$ cat src/rtl/conv_out_pack_pkg.sv
// Shared types, widths and the requantization helper for the conv output path.
// Pure package: no logic and no latency.
// Holds no state, so there is no backpressure.
package conv_pkg;
  localparam int IN_W           = 25;
  localparam int BYTE_W         = 8;
  localparam int WORD_W         = 64;
  localparam int PAIRS_PER_WORD = 4;
  localparam int MAX_SHIFT      = 24;
  localparam int RAW_W          = IN_W + 1;
  localparam int FIFO_W         = WORD_W + 4;

  // Round-half-up right shift at one bit of headroom; shifts above 24 act as 24.
  function automatic logic [RAW_W-1:0] requant_raw(input logic [IN_W-1:0] sum,
                                                   input logic [4:0] shift);
    logic [4:0]       s;
    logic [RAW_W-1:0] rnd;
    s   = (shift > 5'(MAX_SHIFT)) ? 5'(MAX_SHIFT) : shift;
    rnd = (s == 5'd0) ? '0 : (RAW_W'(1) << (s - 5'd1));
    return ({1'b0, sum} + rnd) >> s;
  endfunction

  // Requantized byte, clamped to 255.
  function automatic logic [BYTE_W-1:0] requant(input logic [IN_W-1:0] sum,
                                                input logic [4:0] shift);
    logic [RAW_W-1:0] r;
    r = requant_raw(sum, shift);
    return (r > RAW_W'(255)) ? 8'hFF : r[BYTE_W-1:0];
  endfunction

  // True when the requantized value had to be clamped.
  function automatic logic requant_sat(input logic [IN_W-1:0] sum,
                                       input logic [4:0] shift);
    return requant_raw(sum, shift) > RAW_W'(255);
  endfunction
endpackage

$ cat src/rtl/conv_out_pack_if.sv
// Output stream of packed words towards the output writer.
// Wires only: no latency.
// Standard valid/ready; a word moves when out_valid && out_ready.
interface conv_out_pack_if;
  import conv_pkg::*;

  logic              out_valid;
  logic              out_ready;
  logic [WORD_W-1:0] out_data;
  logic [3:0]        out_bytes;

  modport master (output out_valid, output out_data, output out_bytes, input out_ready);
  modport slave  (input out_valid, input out_data, input out_bytes, output out_ready);
endinterface

$ cat src/rtl/conv_out_pack_fifo.sv
// Synchronous FIFO of packed words plus byte counts; read data reads as zero when empty.
// Write visible on the read side one cycle after the write edge.
// Caller must not write when full without a same-cycle read, nor read when empty.
module conv_pack_fifo #(
  parameter int WIDTH = 68,
  parameter int DEPTH = 4
) (
  input  logic                     clk,
  input  logic                     rst_n,
  input  logic                     wr_en,
  input  logic [WIDTH-1:0]         wr_dat,
  input  logic                     rd_en,
  output logic [WIDTH-1:0]         rd_dat,
  output logic                     full,
  output logic                     empty,
  output logic [$clog2(DEPTH):0]   level
);
  localparam int AW = $clog2(DEPTH);
  localparam int LW = AW + 1;

  logic [WIDTH-1:0] mem [DEPTH];
  logic [AW-1:0]    wr_ptr;
  logic [AW-1:0]    rd_ptr;

  // Storage array; no reset needed since reads are gated by empty.
  always_ff @(posedge clk) begin
    if (wr_en) mem[wr_ptr] <= wr_dat;
  end

  // Pointers wrap naturally because DEPTH is a power of two.
  always_ff @(posedge clk or negedge rst_n) begin
    if (!rst_n) begin
      wr_ptr <= '0;
      rd_ptr <= '0;
      level  <= '0;
    end else begin
      if (wr_en) wr_ptr <= wr_ptr + AW'(1);
      if (rd_en) rd_ptr <= rd_ptr + AW'(1);
      case ({wr_en, rd_en})
        2'b10:   level <= level + LW'(1);
        2'b01:   level <= level - LW'(1);
        default: level <= level;
      endcase
    end
  end

  assign full   = (level == LW'(DEPTH));
  assign empty  = (level == '0);
  assign rd_dat = empty ? '0 : mem[rd_ptr];
endmodule

$ cat src/rtl/conv_out_pack.sv
// Requantizes conv-engine sum pairs to bytes and packs four pairs per 64-bit word.
// Two cycles from the 4th pair's in_valid edge to the word entering the FIFO.
// No input backpressure: a word arriving at a full FIFO is dropped and overflow latches.
// Optional CONV_PACK_SATCNT_EN adds sat_count, the number of clamped bytes.
module conv_out_pack #(
  parameter int FIFO_DEPTH = 4,
  parameter int IN_W       = 25
) (
  input  logic                          clk,
  input  logic                          start_conv,
  input  logic [4:0]                    cfg_shift,
  input  logic                          in_valid,
  input  logic [IN_W-1:0]               in_data0,
  input  logic [IN_W-1:0]               in_data1,
  input  logic                          flush,
  conv_out_pack_if.master               out_if,
  output logic [$clog2(FIFO_DEPTH):0]   fifo_level,
  output logic                          overflow
`ifdef CONV_PACK_SATCNT_EN
  , output logic [15:0]                 sat_count
`endif
);
  import conv_pkg::*;

  logic              s1_vld;
  logic              s1_flush;
  logic [BYTE_W-1:0] s1_b0;
  logic [BYTE_W-1:0] s1_b1;

  logic [1:0]        pack_cnt, pack_cnt_nxt;
  logic [WORD_W-1:0] acc, acc_nxt, merged;
  logic              emit;
  logic [3:0]        emit_bytes;

  logic              push_vld;
  logic [FIFO_W-1:0] push_dat;
  logic [FIFO_W-1:0] head;
  logic              fifo_full, fifo_empty, pop, wr;

  // S1: capture requantized bytes; flush rides alongside so it covers the same-cycle pair.
  always_ff @(posedge clk or negedge start_conv) begin
    if (!start_conv) begin
      s1_vld   <= 1'b0;
      s1_flush <= 1'b0;
      s1_b0    <= '0;
      s1_b1    <= '0;
    end else begin
      s1_vld   <= in_valid;
      s1_flush <= flush;
      if (in_valid) begin
        s1_b0 <= requant(in_data0, cfg_shift);
        s1_b1 <= requant(in_data1, cfg_shift);
      end
    end
  end

  // Pack: merge the S1 pair into its lane, decide whether a word leaves this cycle.
  always_comb begin
    merged       = acc;
    emit         = 1'b0;
    emit_bytes   = 4'd0;
    pack_cnt_nxt = pack_cnt;
    acc_nxt      = acc;
    if (s1_vld) merged[{pack_cnt, 4'b0} +: 16] = {s1_b1, s1_b0};
    if (s1_vld && pack_cnt == 2'd3) begin
      emit       = 1'b1;
      emit_bytes = 4'd8;
    end else if (s1_flush && (s1_vld || pack_cnt != 2'd0)) begin
      emit       = 1'b1;
      emit_bytes = {1'b0, pack_cnt + 2'(s1_vld), 1'b0};
    end
    if (emit) begin
      pack_cnt_nxt = 2'd0;
      acc_nxt      = '0;
    end else if (s1_vld) begin
      pack_cnt_nxt = pack_cnt + 2'd1;
      acc_nxt      = merged;
    end
  end

  // Pack state plus a registered push toward the FIFO.
  always_ff @(posedge clk or negedge start_conv) begin
    if (!start_conv) begin
      pack_cnt <= 2'd0;
      acc      <= '0;
      push_vld <= 1'b0;
      push_dat <= '0;
    end else begin
      pack_cnt <= pack_cnt_nxt;
      acc      <= acc_nxt;
      push_vld <= emit;
      if (emit) push_dat <= {emit_bytes, merged};
    end
  end

  // A full FIFO still accepts a push when the head leaves on the same edge.
  assign pop = !fifo_empty && out_if.out_ready;
  assign wr  = push_vld && (!fifo_full || pop);

  conv_pack_fifo #(.WIDTH(FIFO_W), .DEPTH(FIFO_DEPTH)) u_fifo (
    .clk    (clk),
    .rst_n  (start_conv),
    .wr_en  (wr),
    .wr_dat (push_dat),
    .rd_en  (pop),
    .rd_dat (head),
    .full   (fifo_full),
    .empty  (fifo_empty),
    .level  (fifo_level)
  );

  // Sticky drop flag.
  always_ff @(posedge clk or negedge start_conv) begin
    if (!start_conv)                        overflow <= 1'b0;
    else if (push_vld && fifo_full && !pop) overflow <= 1'b1;
  end

  assign out_if.out_valid = !fifo_empty;
  assign out_if.out_data  = head[WORD_W-1:0];
  assign out_if.out_bytes = head[FIFO_W-1:WORD_W];

`ifdef CONV_PACK_SATCNT_EN
  logic [1:0]  sat_inc;
  logic [16:0] sat_sum;
  assign sat_inc = in_valid ? (2'(requant_sat(in_data0, cfg_shift)) +
                               2'(requant_sat(in_data1, cfg_shift))) : 2'd0;
  assign sat_sum = {1'b0, sat_count} + 17'(sat_inc);

  // Count clamped bytes at capture time, holding at all-ones.
  always_ff @(posedge clk or negedge start_conv) begin
    if (!start_conv) sat_count <= '0;
    else             sat_count <= sat_sum[16] ? 16'hFFFF : sat_sum[15:0];
  end
`endif
endmodule

$ cat src/flat_wrapper.sv
// flat-port wrapper written by rule: the top's interface ports become plain ports
module conv_out_pack_flat import conv_pkg::*;
#(
  parameter int FIFO_DEPTH = 4,
  parameter int IN_W       = 25
)
  (clk, start_conv, cfg_shift, in_valid, in_data0, in_data1, flush, fifo_level, overflow, out_if_out_valid, out_if_out_data, out_if_out_bytes, out_if_out_ready);
  conv_out_pack_if out_if_i ();
  input  logic clk;
  input  logic start_conv;
  input  logic [4:0] cfg_shift;
  input  logic in_valid;
  input  logic [IN_W-1:0] in_data0;
  input  logic [IN_W-1:0] in_data1;
  input  logic flush;
  output logic [$clog2(FIFO_DEPTH):0] fifo_level;
  output logic overflow;
  output wire logic [$bits(out_if_i.out_valid)-1:0] out_if_out_valid;
  output wire logic [$bits(out_if_i.out_data)-1:0] out_if_out_data;
  output wire logic [$bits(out_if_i.out_bytes)-1:0] out_if_out_bytes;
  input wire logic [$bits(out_if_i.out_ready)-1:0] out_if_out_ready;
  assign out_if_out_valid = out_if_i.out_valid;
  assign out_if_out_data = out_if_i.out_data;
  assign out_if_out_bytes = out_if_i.out_bytes;
  assign out_if_i.out_ready = out_if_out_ready;
  conv_out_pack #(.FIFO_DEPTH(FIFO_DEPTH), .IN_W(IN_W)) u_core (.clk(clk), .start_conv(start_conv), .cfg_shift(cfg_shift), .in_valid(in_valid), .in_data0(in_data0), .in_data1(in_data1), .flush(flush), .out_if(out_if_i), .fifo_level(fifo_level), .overflow(overflow));
endmodule
$ cat config.mk
export PLATFORM = sky130hd
export DESIGN_NAME = conv_out_pack_flat
export DESIGN_NICKNAME = d
export VERILOG_FILES = /design/src/rtl/conv_out_pack_pkg.sv /design/src/rtl/conv_out_pack_if.sv /design/src/rtl/conv_out_pack_fifo.sv /design/src/rtl/conv_out_pack.sv /design/src/flat_wrapper.sv
export SDC_FILE = /design/constraint.sdc
export NUM_CORES = 1
export LEC_CHECK = 0
export ABC_CLOCK_PERIOD_IN_PS = 8400
export CAP_MARGIN = 5
export CORE_ASPECT_RATIO = 1.5
export CORE_MARGIN = 4
export CORE_UTILIZATION = 51
export CTS_BUF_LIST = sky130_fd_sc_hd__clkbuf_8
export CTS_CLUSTER_SIZE = 12
export DETAILED_ROUTE_END_ITERATION = 7
export GPL_ROUTABILITY_DRIVEN = 0
export PLACE_DENSITY = 0.7
export SYNTH_ARGS = -nofsm -noshare
export SYNTH_HDL_FRONTEND = slang
export SYNTH_HIERARCHICAL = 1
export SYNTH_SLANG_ARGS = --single-unit
$ cat constraint.sdc
create_clock -name clk -period 8.4 [get_ports clk]
set_input_delay 2.52 -clock clk [delete_from_list [all_inputs] [get_ports clk]]
set_output_delay 2.52 -clock clk [all_outputs]
set_load 0.05 [all_outputs]
==> metrics.md <==
| Metric | Value |
|---|---|
| Status | finished, final reports clean |
| Clk Latency, worst-skew pair | 0.58 ns |
| Final setup viols | 0 |
| CTS Buffer Depth | 3 |
| Drt wl/cell | 23.3 um |
| Unrepaired setup endpoints after global routing | no |
| Die H | 275 um |
| Worst EP arrival | 8.01 ns |
| Starting DRT DRC Count | 1654 |
| Hold crit path type | flop to flop |
| Seq cells post-synth | 432 |
| Routed vias | 19100 |
| Post-synthesis sequential area ratio | 50.1% |
| FP Rows | 97 |
| CP cell instances | clkdlybuf4s50_1, nand2b_1, buf_4, nor3_1, ha_1, o211ai_1, o211ai_1, a211o_1, a31oi_1, nand3_1, and4_1, o21ai_2, and2_1, nor3_1, or4_4, a2111oi_4, a31oi_1 |
| Worst Setup Path Type | input pin to flop |
| Maximum clock frequency | 132 MHz |
| Sink Count | 432 |
| Synthesized instance count | 2173 |
| CP Launch Type | input pin |
| Area Overhead vs Synth | 12.6% |
| Setup WS pre-CTS | 0.440 ns |
| Core Box Area | 47000 um^2 |
| Setup WS post-layout | 0.796 ns |
| Total Routed Length | 67600 um |
| Synth Cell Area | 24300 um^2 |
| Layout cells sized above 1 | 12.7% |
| Largest net degree at the start of global routing | 82 |
| Synth Flop Type | edfxtp_1 |
| Vias/cell | 6.58 |
| Post-route insts no fill | 2900 |
| Flip-flop and latch area | 12200 um^2 |
| Mapped Avg Cell Area | 11.2 um^2 |
| Tmin final | 7.60 ns |
| Post-CTS sizing | 0 |
| Period utilization | 90.5% |
| Post-synth EDFFs | 272 |
| Worst hold start | u_core/acc[40]$_DFFE_PN0P_ |
| Setup bufs post-CTS | 0 |
| Global-route wire length before repair | 105000 um |
| Final core occ | 58.2% |
| Critical Path Sink Type | flop |
| Skew final | 0.0205 ns |
| CTS Hold Buffers Added | 0 |
| Vias in the first global route | 18900 |
| Hold_ws | 0.508 ns |
| Initial Util | 51.7% |
| Max FO, Critical Path | 13 |
| Worst Path Required | 8.81 ns |
| Worst-margin pin slew | 1.28 ns |
| Number of max-cap violations | 0 |
| Io pins | 133 |
| PD cells | 287 nW/um^2 |
| CTS tree | built |
| Dpl cell area | 26200 um^2 |
| Detail Placement HPWL | 48500 um |
| Slowest CP cell | nor3_1 |
| DRC errors left | 0 |
| Hold Vio Cnt, Final | 0 |
| Max IR drop VDD | 0.000189 V |
| Initial antenna violation count | 1 |
| Final Net Count | 2365 |
| Remaining antenna violation count | 0 |
| Number of fillers in the final layout | 3847 |
| Rel. slew slack | 14.5% |
| Clock Tree Root | clkbuf_8 |
| Netlist cell types | 96 |
| Post-synth ARST share | 37.0% |
| Leakage power | 10.5 nW |
| Area leader, netlist | edfxtp_1 |
| Post-route cell area | 27300 um^2 |
| GRT Residual Overflow | 0 |
| Crit path from | cfg_shift[4] |
| CTS Buf Count | 53 |
| Total power | 7.84 mW |
| Top cell type's share of synthesized area | 33.6% |
| Synth top area cells | edfxtp_1 34%, dfrtp_1 16%, mux4_2 7.0% |
| Multi-input gate area | 11300 um^2 |
| Reg2reg start | u_core/pack_cnt[0]$_DFFE_PN0P_ |
| Worst-path clk slew | 0.07 ns |
| Chip Width | 186 um |
| Die Area | 51200 um^2 |
| H-tree depth | 2 |
| Total negative slack | 0 ns |
| DRT Pass-1 Iters | 6 |
| Slew Limit Fails | 0 |
| Crit path largest cell delay | 0.61 ns |
| Ys Warns | 6 |
| Buffers on Ports | 132 |
| Global Route Usage Sum | 25.9% |
| Placed insts | 2800 |
## metal layers
metal | wire [um] | track usage, % | vias up | share of wire [%]
met3 | 3630 | 2.64 | 259 | 5.4
met4 | 5160 | 16.5 | 0 | 7.6
met1 | 24300 | 29.9 | 9344 | 36
li1 | - | - | 8613 | -
met5 | 0 | 0 | - | 0
met2 | 34500 | 45.5 | 866 | 51
## path summary, 6_finish.rpt
check                      slack, ns  cells past startpoint                                   to
setup / recovery                0.80                     17          u_core/s1_b1[3]$_DFFE_PN0P_
hold / removal                  0.51                      1           u_core/acc[40]$_DFFE_PN0P_
setup reg to reg                4.17                      8           u_core/acc[31]$_DFFE_PN0P_
hold reg to reg                 0.51                      1           u_core/acc[40]$_DFFE_PN0P_
max in group asynchronous       4.92                      2       u_core/push_dat[2]$_DFFE_PN0N_
min in group asynchronous       1.94                      1  u_core/u_fifo/wr_ptr[0]$_DFFE_PN0P_
## placed cells by master, fill, tap and decap left out, types with 14 or more instances in the layout
| master | count |
|---|---|
| a31oi_1 | 39 |
| nor4_1 | 14 |
| dfrtp_1 | 158 |
| or3_1 | 16 |
| ha_1 | 41 |
| inv_1 | 44 |
| nand2_1 | 128 |
| xnor2_1 | 31 |
| a221oi_1 | 58 |
| nor3_1 | 31 |
| and2_1 | 30 |
| o22ai_1 | 14 |
| and3_1 | 31 |
| a22o_1 | 55 |
| clkdlybuf4s50_1 | 131 |
| o2111ai_1 | 15 |
| mux4_2 | 75 |
| buf_4 | 74 |
| a21oi_1 | 99 |
| a211oi_1 | 37 |
| o21a_1 | 14 |
| edfxtp_1 | 272 |
| nand3_1 | 55 |
| xor2_1 | 14 |
| o211ai_1 | 38 |
| clkbuf_8 | 61 |
| nor2_1 | 214 |
| nand4_1 | 18 |
| o21ai_0 | 75 |
| mux2i_1 | 33 |
| a21o_1 | 21 |
| nor2b_1 | 75 |
## final cells by class
cell class / count / share of cell area (%)
flip-flops and latches: 432 / 44.5
multi-input cells: 1533 / 41.2
repair buffers: 206 / 6.87
clock buffers: 61 / 3.07
well taps: 594 / 2.72
clock inverters: 38 / 1.09
inverters: 35 / 0.481
diodes: 1 / 0.00915
## logic make-up (layout without fill, tap and decap cells)
group           Yosys count  count (layout)  synth area share (%)
mux                     118             118                  8.78
xor+xnor                 45              45                  1.62
simple gates            694             694                  14.4
other cells               1               7                0.0154
buf+inv                 213             340                  3.72
fa+ha+maj                49              49                  2.57
flops                   432             432                  50.1
compound gates          621             621                  18.7
## sequential cells by signal, summed over array words and instances (netlist names), 2 cells and up
name / count
u_core/u_fifo/level: 3
u_core/push_dat: 67
u_core/s1_b1: 8
u_core/pack_cnt: 2
u_core/s1_b0: 8
u_core/u_fifo/rd_ptr: 2
u_core/u_fifo/wr_ptr: 2
u_core/u_fifo/mem: 272
u_core/acc: 64
## synthesized netlist by cell type (9+ instances only)
library cell  count
a2111oi_0        11
a211o_1          13
a211oi_1         37
a21o_1           21
a21oi_1          99
a221oi_1         58
a22o_1           55
a22oi_1          10
a31o_2            9
a31oi_1          39
and2_1           34
and3_1           31
buf_1            20
buf_2            24
clkbuf_1        118
dfrtp_1         160
edfxtp_1        272
ha_1             41
inv_1            32
mux2_2           10
mux2i_1          33
mux4_2           75
nand2_1         130
nand2b_1         11
nand3_1          55
nand4_1          18
nor2_1          215
nor2b_1          76
nor3_1           31
nor4_1           17
o2111ai_1        15
o211a_1          13
o211ai_1         38
o21a_1           14
o21ai_0          76
o22ai_1          14
o31ai_1          10
or2_2            11
or3_1            16
xnor2_1          31
xor2_1           14
## critical path, delay by kind of cell
kind	cells	cell delay, ns
AO/OA/AOI/OAI	7	2.03
adder cells (fa/ha/maj)	1	0.40
buffers and inverters	2	0.88
AND/OR/NAND/NOR	7	2.20
## where the power goes
group / switching (mW) / internal, mW / leakage (nW)
clock network: 0.729 / 0.823 / 0.639
logic: 1.98 / 1.20 / 5.29
registers: 0.326 / 2.79 / 4.53
total: 3.03 / 4.81 / 10.5
(Power assumes the default switching activity.)
